==> config.mk <==
export PLATFORM = sky130hd
export DESIGN_NAME = trap_ctrl
export DESIGN_NICKNAME = d
export VERILOG_FILES = /design/src/rtl/trap_ctrl.sv
export SDC_FILE = /design/constraint.sdc
export NUM_CORES = 1
export LEC_CHECK = 0
export CORE_ASPECT_RATIO = 1.1
export CORE_MARGIN = 2
export CORE_UTILIZATION = 53
export CTS_CLUSTER_SIZE = 14
export DETAILED_ROUTE_END_ITERATION = 12
export GPL_TIMING_DRIVEN = 0
export PLACE_DENSITY_LB_ADDON = 0.3
export SYNTH_ARGS = -nofsm -noshare
export SYNTH_HDL_FRONTEND = slang
export SYNTH_SLANG_ARGS = --single-unit
==> constraint.sdc <==
create_clock -name clk -period 9.71 [get_ports clk]
set_input_delay 1.4565 -clock clk [delete_from_list [all_inputs] [get_ports clk]]
set_output_delay 1.4565 -clock clk [all_outputs]
set_load 0.05 [all_outputs]
==> src/rtl/trap_ctrl.sv <==
// Machine-mode trap controller: owns the trap CSRs, arbitrates exceptions, mret and
// interrupts, and sequences CSR save, PC redirect and pipeline flush.
module trap_ctrl #(
   parameter int          NUM_IRQ        = 4,
   parameter int          IRQ_CAUSE_BASE = 16,
   parameter bit          VECTORED_EN    = 1'b1,
   parameter int          HOLD_CYCLES    = 2,
   parameter logic [31:0] RESET_MTVEC    = 32'h0000_0000
) (
   input  logic               clk,
   input  logic               rst,
   input  logic               i_illegal_inst,
   input  logic               i_ecall_m,
   input  logic               i_l_access_fault,
   input  logic               i_s_access_fault,
   input  logic               i_mret,
   input  logic [NUM_IRQ-1:0] i_irq,
   input  logic [31:0]        i_epc_cur,
   input  logic [31:0]        i_epc_next,
   input  logic [31:0]        i_fault_addr,
   input  logic               i_csr_we,
   input  logic [1:0]         i_csr_op,
   input  logic [11:0]        i_csr_addr,
   input  logic [31:0]        i_csr_wdata,
   output logic [31:0]        o_csr_rdata,
   output logic [31:0]        o_pc_redirect,
   output logic               o_redirect_valid,
   output logic               o_flush_fd,
   output logic               o_flush_de,
   output logic               o_flush_em,
   output logic               o_flush_mw,
   output logic               o_regwrite_cancel,
   output logic               o_busy
);

   localparam logic [11:0] A_MSTATUS = 12'h300;
   localparam logic [11:0] A_MIE     = 12'h304;
   localparam logic [11:0] A_MTVEC   = 12'h305;
   localparam logic [11:0] A_MEPC    = 12'h341;
   localparam logic [11:0] A_MCAUSE  = 12'h342;
   localparam logic [11:0] A_MTVAL   = 12'h343;
   localparam logic [11:0] A_MIP     = 12'h344;

   localparam logic [30:0] IRQ_BASE    = 31'(IRQ_CAUSE_BASE);
   localparam int          HOLD_LAST_I = (HOLD_CYCLES > 0) ? (HOLD_CYCLES - 1) : 0;
   localparam logic [3:0]  HOLD_LAST   = HOLD_LAST_I[3:0];
   localparam bit          HAS_HOLD    = (HOLD_CYCLES > 0);

   typedef enum logic [1:0] {
      S_IDLE     = 2'd0,
      S_SAVE     = 2'd1,
      S_REDIRECT = 2'd2,
      S_HOLD     = 2'd3
   } state_t;

   state_t               r_state;
   state_t               w_state_nx;
   logic [3:0]           r_hold_cnt;

   logic                 r_mstatus_mie;
   logic                 r_mstatus_mpie;
   logic [NUM_IRQ-1:0]   r_mie;
   logic [NUM_IRQ-1:0]   r_mip;
   logic [31:0]          r_mtvec;
   logic [31:0]          r_mepc;
   logic [31:0]          r_mcause;
   logic [31:0]          r_mtval;

   logic                 r_ev_mret;
   logic                 r_ev_irq;
   logic [31:0]          r_ev_cause;
   logic [31:0]          r_ev_epc;
   logic [31:0]          r_ev_tval;

   logic                 w_irq_found;
   logic [30:0]          w_irq_code;
   logic                 w_irq_take;
   logic                 w_ev_valid;
   logic                 w_ev_mret;
   logic                 w_ev_irq;
   logic [31:0]          w_ev_cause;
   logic [31:0]          w_ev_epc;
   logic [31:0]          w_ev_tval;

   logic [31:0]          w_rd_val;
   logic [31:0]          w_wr_val;
   logic [31:0]          w_mtvec_wr;
   logic                 w_sw_we;
   logic [31:0]          w_base;
   logic [31:0]          w_target;
   logic                 w_redirect;

   // lowest-index enabled interrupt line
   always_comb begin
      w_irq_found = 1'b0;
      w_irq_code  = 31'd0;
      for (int i = 0; i < NUM_IRQ; i++) begin
         if (!w_irq_found && r_mip[i] && r_mie[i]) begin
            w_irq_found = 1'b1;
            w_irq_code  = IRQ_BASE + 31'(i);
         end else begin
            w_irq_found = w_irq_found;
         end
      end
   end

   assign w_irq_take = w_irq_found && r_mstatus_mie;

   always_comb begin
      w_ev_valid = 1'b1;
      w_ev_mret  = 1'b0;
      w_ev_irq   = 1'b0;
      w_ev_cause = 32'd0;
      w_ev_epc   = i_epc_cur;
      w_ev_tval  = 32'd0;
      if (i_illegal_inst) begin
         w_ev_cause = 32'd2;
      end else if (i_ecall_m) begin
         w_ev_cause = 32'd11;
      end else if (i_l_access_fault) begin
         w_ev_cause = 32'd5;
         w_ev_tval  = i_fault_addr;
      end else if (i_s_access_fault) begin
         w_ev_cause = 32'd7;
         w_ev_tval  = i_fault_addr;
      end else if (i_mret) begin
         w_ev_mret  = 1'b1;
      end else if (w_irq_take) begin
         w_ev_irq   = 1'b1;
         w_ev_cause = {1'b1, w_irq_code};
         w_ev_epc   = i_epc_next;
      end else begin
         w_ev_valid = 1'b0;
      end
   end

   always_comb begin
      case (i_csr_addr)
         A_MSTATUS: w_rd_val = {24'h00_0000, r_mstatus_mpie, 3'b000, r_mstatus_mie, 3'b000};
         A_MIE:     w_rd_val = {{(32-NUM_IRQ){1'b0}}, r_mie};
         A_MTVEC:   w_rd_val = r_mtvec;
         A_MEPC:    w_rd_val = r_mepc;
         A_MCAUSE:  w_rd_val = r_mcause;
         A_MTVAL:   w_rd_val = r_mtval;
         A_MIP:     w_rd_val = {{(32-NUM_IRQ){1'b0}}, r_mip};
         default:   w_rd_val = 32'd0;
      endcase
   end

   assign o_csr_rdata = w_rd_val;

   always_comb begin
      case (i_csr_op)
         2'b01:   w_wr_val = i_csr_wdata;
         2'b10:   w_wr_val = w_rd_val | i_csr_wdata;
         2'b11:   w_wr_val = w_rd_val & ~i_csr_wdata;
         default: w_wr_val = w_rd_val;
      endcase
   end

   // an unsupported mtvec mode keeps the previous mode bits
   assign w_mtvec_wr = {w_wr_val[31:2], (w_wr_val[1] ? r_mtvec[1:0] : w_wr_val[1:0])};
   assign w_sw_we    = i_csr_we && (i_csr_op != 2'b00) && (r_state == S_IDLE) && !w_ev_valid;

   always_ff @(posedge clk or posedge rst) begin
      if (rst) begin
         r_state <= S_IDLE;
      end else begin
         r_state <= w_state_nx;
      end
   end

   always_comb begin
      w_state_nx = r_state;
      w_redirect = 1'b0;
      o_busy     = 1'b0;
      case (r_state)
         S_IDLE: begin
            if (w_ev_valid) begin
               w_state_nx = S_SAVE;
            end else begin
               w_state_nx = S_IDLE;
            end
         end
         S_SAVE: begin
            o_busy     = 1'b1;
            w_state_nx = S_REDIRECT;
         end
         S_REDIRECT: begin
            o_busy     = 1'b1;
            w_redirect = 1'b1;
            if (HAS_HOLD) begin
               w_state_nx = S_HOLD;
            end else begin
               w_state_nx = S_IDLE;
            end
         end
         S_HOLD: begin
            o_busy = 1'b1;
            if (r_hold_cnt == HOLD_LAST) begin
               w_state_nx = S_IDLE;
            end else begin
               w_state_nx = S_HOLD;
            end
         end
         default: begin
            w_state_nx = S_IDLE;
         end
      endcase
   end

   always_ff @(posedge clk or posedge rst) begin
      if (rst) begin
         r_hold_cnt <= 4'd0;
      end else if (r_state == S_HOLD) begin
         r_hold_cnt <= r_hold_cnt + 4'd1;
      end else begin
         r_hold_cnt <= 4'd0;
      end
   end

   always_ff @(posedge clk or posedge rst) begin
      if (rst) begin
         r_mip <= {NUM_IRQ{1'b0}};
      end else begin
         r_mip <= i_irq;
      end
   end

   always_ff @(posedge clk or posedge rst) begin
      if (rst) begin
         r_ev_mret  <= 1'b0;
         r_ev_irq   <= 1'b0;
         r_ev_cause <= 32'd0;
         r_ev_epc   <= 32'd0;
         r_ev_tval  <= 32'd0;
      end else if ((r_state == S_IDLE) && w_ev_valid) begin
         r_ev_mret  <= w_ev_mret;
         r_ev_irq   <= w_ev_irq;
         r_ev_cause <= w_ev_cause;
         r_ev_epc   <= w_ev_epc;
         r_ev_tval  <= w_ev_tval;
      end else begin
         r_ev_mret  <= r_ev_mret;
         r_ev_irq   <= r_ev_irq;
         r_ev_cause <= r_ev_cause;
         r_ev_epc   <= r_ev_epc;
         r_ev_tval  <= r_ev_tval;
      end
   end

   // trap save has precedence; software writes only land while idle
   always_ff @(posedge clk or posedge rst) begin
      if (rst) begin
         r_mstatus_mie  <= 1'b1;
         r_mstatus_mpie <= 1'b0;
         r_mie          <= {NUM_IRQ{1'b0}};
         r_mtvec        <= RESET_MTVEC;
         r_mepc         <= 32'd0;
         r_mcause       <= 32'd0;
         r_mtval        <= 32'd0;
      end else if (r_state == S_SAVE) begin
         if (r_ev_mret) begin
            r_mstatus_mie  <= r_mstatus_mpie;
            r_mstatus_mpie <= 1'b1;
         end else begin
            r_mepc         <= {r_ev_epc[31:2], 2'b00};
            r_mcause       <= r_ev_cause;
            r_mtval        <= r_ev_tval;
            r_mstatus_mpie <= r_mstatus_mie;
            r_mstatus_mie  <= 1'b0;
         end
      end else if (w_sw_we) begin
         case (i_csr_addr)
            A_MSTATUS: begin
               r_mstatus_mie  <= w_wr_val[3];
               r_mstatus_mpie <= w_wr_val[7];
            end
            A_MIE:    r_mie    <= w_wr_val[NUM_IRQ-1:0];
            A_MTVEC:  r_mtvec  <= w_mtvec_wr;
            A_MEPC:   r_mepc   <= {w_wr_val[31:2], 2'b00};
            A_MCAUSE: r_mcause <= w_wr_val;
            A_MTVAL:  r_mtval  <= w_wr_val;
            default: begin
            end
         endcase
      end else begin
         r_mstatus_mie <= r_mstatus_mie;
      end
   end

   always_comb begin
      w_base = {r_mtvec[31:2], 2'b00};
      if (r_ev_mret) begin
         w_target = r_mepc;
      end else if (VECTORED_EN && r_ev_irq && (r_mtvec[1:0] == 2'b01)) begin
         w_target = w_base + {r_ev_cause[29:0], 2'b00};
      end else begin
         w_target = w_base;
      end
   end

   assign o_redirect_valid  = w_redirect;
   assign o_pc_redirect     = w_redirect ? w_target : 32'd0;
   assign o_flush_fd        = w_redirect;
   assign o_flush_de        = w_redirect;
   assign o_flush_em        = w_redirect;
   assign o_flush_mw        = w_redirect;
   assign o_regwrite_cancel = w_redirect;

endmodule
==> out/results.tsv, run 1 <==
metric	value	unit
outcome	complete, no violations	
Yosys top cell area share	0.428	
element type at the critical path end	primary output	
final clock skew	25.3	ps
Vias/cell	6.63	
crit share post-route	0.678	
pre-CTS setup slack	3430	ps
gr ovfl total	0	
synth unique cells	71	
Cells after Synth	1414	
Worst EP required	8250	ps
register area share after synthesis	0.430	
Rows	58	
Synth async-reset ratio	1.00	
Die Wd	149	um
antenna violations before repair	0	
critical path type	in2out	
area grow syn2layout	27.5	%
number of synthesized register bits	210	
CP Max Fanout	10	
Max Clk Rate	152	MHz
Final Slew Violations	0	
hold buffers post-CTS	0	
mean post-synth cell area	8.64	um^2
Critical Path AT	5120	ps
Setup Viol. Count Final	0	
# port buffers	217	
RePlAce Congestion	0.980	
total track usage	0.394	
Syn Std Cell Area	12200	um^2
final setup margin	3130	ps
Vias	13100	
DIE AREA	24300	um^2
max-cap violations	0	
Synth Flop Type	dfrtp_1	
final core utilization	0.684	
CTS clk-pin slew, worst paths	60	ps
Worst Hold Class	reg2reg	
top cells by area, synth	dfrtp_1 (43%), nand2_1 (5.6%), mux2i_1 (5.5%), o21ai_0 (5.4%), a21oi_1 (3.7%)	
Tmin final	6580	ps
Die Y	163	um
worst skew pair latency	540	ps
vias in the first global route	12700	
NumNets Final	1822	
# resized after CTS	0	
Avg WL per Cell	24.5	um
H-tree depth	1	
post-CTS setup buffer count	0	
clock sinks	210	
Static Leak	6.13	nW
CTS max path bufs	3	
Final Hold Viols	0	
most area-hungry cell type in the Yosys netlist	dfrtp_1	
cts bufs inserted	23	
Hold WS	491	ps
CTS tree	built	
most frequent cells in the layout	clkdlybuf4s50_1 (217), dfrtp_1 (209), nand2_1 (182)	
Worst VDD drop	0.000191	V
post-DP HPWL	35700	um
CP Launch Type	input port	
global-route wire length before repair	72800	um
First DRT Iteration DRCs	1619	
# fillers	1910	
fraction of layout cells with a size suffix above 1	0.0537	
Worst Tran Pin Value	1260	ps
IO Pins	225	
Initial Util	0.536	
DRT antenna net count	0	
largest net degree at the start of global routing	129	
power density over the cells	229	nW/um^2
synth warn	0	
Post-synth EDFFs	0	
Initial DRT Pass Iterations	8	
commonest non-fill, non-tap cell in the layout	clkdlybuf4s50_1	
Clock Tree Root	clkbuf_16	
Slew headroom	0.157	
Core Region	22800	um^2
RSZ-0062 raised after global routing	no	
drt total wl	48400	um
# diodes	0	
DR DRC count	0	
cell families (layout without fill, tap and decap cells):
| kind of cell | Yosys count | in the layout | synth area share |
|---|---|---|---|
| AO/OA/AOI/OAI | 427 | 427 | 0.221 |
| XOR/XNOR | 39 | 39 | 0.0280 |
| adder cells (fa/ha/maj) | 8 | 8 | 0.00881 |
| buffers and inverters | 140 | 400 | 0.0491 |
| flip-flops | 210 | 210 | 0.430 |
| multiplexers | 70 | 70 | 0.0577 |
| other | 1 | 2 | 0.000307 |
| AND/OR/NAND/NOR | 519 | 519 | 0.205 |
sequential cells by signal (all words and copies together), names as in the netlist, 2 cells and up:
name and count:
r_ev_tval 32, r_mip 4, r_mcause 32, r_mie 4
r_mepc 30, r_ev_epc 30, r_mtval 32, r_ev_cause 5
r_state 2, r_mtvec 31, r_hold_cnt 4
per-stage QoR:
stage          total power, mW  TNS, ps  cell area (um^2)  cells
3_5_place_dp              2.64        0             14800   1935
4_1_cts                   3.52        0             15600   1975
6_report                  3.57        0             15600   1975
5_1_grt                   3.73        0             15600   1975
2_1_floorplan             2.17        0             12200   1415
3_3_place_gp              2.58   -22990             14800   1932
per-layer routing:
layer  GRT usage  wire length, um  up-vias
met4       0.179             2460        0
li1            -                -     5648
met2       0.629            21900     1000
met3      0.0961             6180      194
met1       0.511            17900     6255
met5           0                0        -
synth_stat cells, types with 18 or more instances:
cell type  instances
a21oi_1           90
a22o_1            38
a22oi_1           24
a31oi_1           59
and2_1            33
buf_2             25
clkbuf_1          82
dfrtp_1          209
inv_1             18
mux2i_1           67
nand2_1          182
nand2b_1          24
nand3_1           44
nand4_1           55
nor2_1           118
o21ai_0          131
o221ai_1          22
xnor2_1           37
where the power goes:
| group | internal, mW | leakage (nW) | switching, mW |
|---|---|---|---|
| logic | 0.463 | 3.14 | 0.743 |
| clock network | 0.516 | 0.374 | 0.373 |
| registers | 1.22 | 2.62 | 0.252 |
path summary, 6_finish.rpt:
kind	cells past startpoint	end	startpoint	slack, ps
max in group asynchronous	3	r_mcause[26]	rst	7240
hold / removal	2	r_ev_epc[4]	r_ev_epc[4]	490
setup reg to reg	6	r_mepc[4]	r_state[0]	6670
min in group asynchronous	2	r_ev_epc[2]	rst	1420
setup / recovery	8	o_csr_rdata[17]	i_csr_addr[5]	3130
hold reg to reg	2	r_ev_epc[4]	r_ev_epc[4]	490
layout make-up:
cell class	count	area [um^2]	share of cell area
Multi-Input combinational cell	1065	6370	0.409
Sequential cell	210	5260	0.337
Timing Repair Buffer	220	2220	0.142
Clock buffer	34	687	0.0441
Buffer	121	528	0.0339
Tap cell	300	375	0.0241
Inverter	19	78.8	0.00506
Clock inverter	6	66.3	0.00426
worst max-delay path, cell delays in order:
cell	delay [ps]
clkdlybuf4s50_1	410
or3_1	370
buf_2	210
nor3_1	960
buf_2	500
nand4_1	140
o221ai_1	190
clkdlybuf4s50_1	880
Note: power is estimated with default switching activity, not from simulation.
==> run 2: changes to the inputs <==
Settings changed: CORE_UTILIZATION 53 to 48.
Clock period 9.71 ns to 5.9 ns, I/O delays scaled along.
==> out/results.tsv, run 2 (synthesized netlist as in run 1, its figures left out) <==
metric	value	unit
NumNets Final	1824	
Worst EP required	5020	ps
drt total wl	48300	um
First DRT Iteration DRCs	1550	
CP top delay family	compound AO/OA/AOI/OAI gates	
largest net degree at the start of global routing	42	
WHS Path Cells	2	
Final Hold Viols	0	
CTS tree	built	
RePlAce Congestion	0.979	
crit share post-route	0.985	
Initial DRT Pass Iterations	6	
setup tns final	0	ps
# port buffers	217	
element type at the critical path end	primary output	
DIE AREA	26700	um^2
Static Leak	6.13	nW
clock sinks	210	
total track usage	0.356	
Worst Tran Pin Value	1350	ps
hold buffers post-CTS	0	
post-DP HPWL	36100	um
max-cap violations	0	
final setup margin	89.3	ps
Initial Util	0.486	
Avg WL per Cell	24.2	um
Rows	61	
DRT antenna net count	0	
Vias	12900	
Clock Tree Root	clkbuf_16	
commonest non-fill, non-tap cell in the layout	clkdlybuf4s50_1	
slowest library cell on the worst path	clkdlybuf4s50_1	
area grow syn2layout	27.9	%
Hold WS	478	ps
Crit path buffers/inverters	2	
crit-path cells	ha_1 -> fa_1 -> a21o_1 -> a21o_1 -> a21oi_1 -> clkbuf_1 -> o21ai_0 -> a311oi_1 -> clkdlybuf4s50_1	
Slew headroom	0.0908	
CP peak stage delay	940	ps
# diodes	0	
most frequent cells in the layout	clkdlybuf4s50_1 (217), dfrtp_1 (209), nand2_1 (182)	
largest registers	r_ev_tval (32), r_mcause (32), r_mtval (32)	
vias in the first global route	12400	
Die Wd	156	um
Die Y	171	um
Crit. Startpoint	r_mtvec[2]	
critical path type	reg2out	
CP most frequent cell	a21o_1	
DR DRC count	0	
RSZ-0062 raised after global routing	no	
IO Pins	225	
CP Max Fanout	10	
worst skew pair latency	520	ps
Tmin final	5810	ps
Hold Path End	r_ev_epc[10]	
FF-to-FF End	r_mepc[31]	
RR Startpoint	r_state[0]	
cts bufs inserted	22	
Worst Hold Class	reg2reg	
final clock skew	10.9	ps
Setup Viol. Count Final	0	
Core Region	25100	um^2
antenna violations before repair	1	
min-delay src	r_ev_epc[10]	
CTS clk-pin slew, worst paths	60	ps
Critical Path AT	4930	ps
r2r setup slk	2890	ps
# resized after CTS	0	
pre-CTS setup slack	565	ps
CTS max path bufs	3	
global-route wire length before repair	71700	um
CP Launch Type	register	
Vias/cell	6.47	
fraction of layout cells with a size suffix above 1	0.0525	
# fillers	2222	
Max Clk Rate	172	MHz
post-CTS setup buffer count	0	
gr ovfl total	0	
H-tree depth	1	
Final Slew Violations	0	
Worst VDD drop	0.000244	V
R2R cell count	6	
power density over the cells	372	nW/um^2
outcome	complete, no violations	
run 2: power breakdown:
part / switching, mW / internal [mW] / leakage [nW]
registers: 0.396 / 2.01 / 2.62
clock network: 0.597 / 0.821 / 0.351
logic: 1.22 / 0.765 / 3.16
total: 2.21 / 3.59 / 6.13
run 2: layout make-up:
| type | instances | area [um^2] | area share |
|---|---|---|---|
| inverters | 19 | 75.1 | 0.00481 |
| multi-input cells | 1065 | 6370 | 0.408 |
| flip-flops and latches | 210 | 5260 | 0.337 |
| plain buffers | 121 | 528 | 0.0338 |
| clock buffers | 36 | 674 | 0.0432 |
| well taps | 315 | 394 | 0.0252 |
| repair buffers | 223 | 2280 | 0.146 |
| clock inverters | 3 | 40.0 | 0.00256 |
run 2: how the worst max path moves through the flow:
stage	end	slack, ps	depth (start not counted)
4_1_cts	o_pc_redirect[16]	320	9
6_report	o_pc_redirect[16]	90	9
3_5_place_dp	o_csr_rdata[12]	560	7
3_3_place_gp	r_mtvec[22]	680	2
2_1_floorplan	o_csr_rdata[3]	1690	5
5_1_grt	o_pc_redirect[16]	140	9
run 2: stage by stage:
stage	utilization	cells	cell area [um^2]	power, mW
CTS	0.622	1992	15600	5.74
global route	0.622	1992	15600	6.07
detailed placement	0.593	1953	14900	4.34
floorplan	-	1415	12200	3.58
finish	0.622	1992	15600	5.81
global placement	0.589	1947	14800	4.25
run 2: worst register-to-register path: cells and delay by family, from the launching register on:
kind,cells,cell delay [ps]
AOI/OAI and AO/OA,1,200
buffers and inverters,3,1810
DFF,1,450
and+or+nand+nor,2,470
run 2: metal layers:
metal | track usage | up-vias | wire [um]
li1 | - | 5656 | -
met1 | 0.468 | 6194 | 18400
met2 | 0.560 | 873 | 21700
met3 | 0.0799 | 171 | 5760
met4 | 0.172 | 0 | 2410
met5 | 0 | - | 0
==> run 3: changes to the inputs <==
Settings changed: ABC_AREA set to 0, SKIP_CTS_REPAIR_TIMING set to 1.
==> results of run 3 <==
The final DEF is identical to that of run 2; final timing and power are the same.
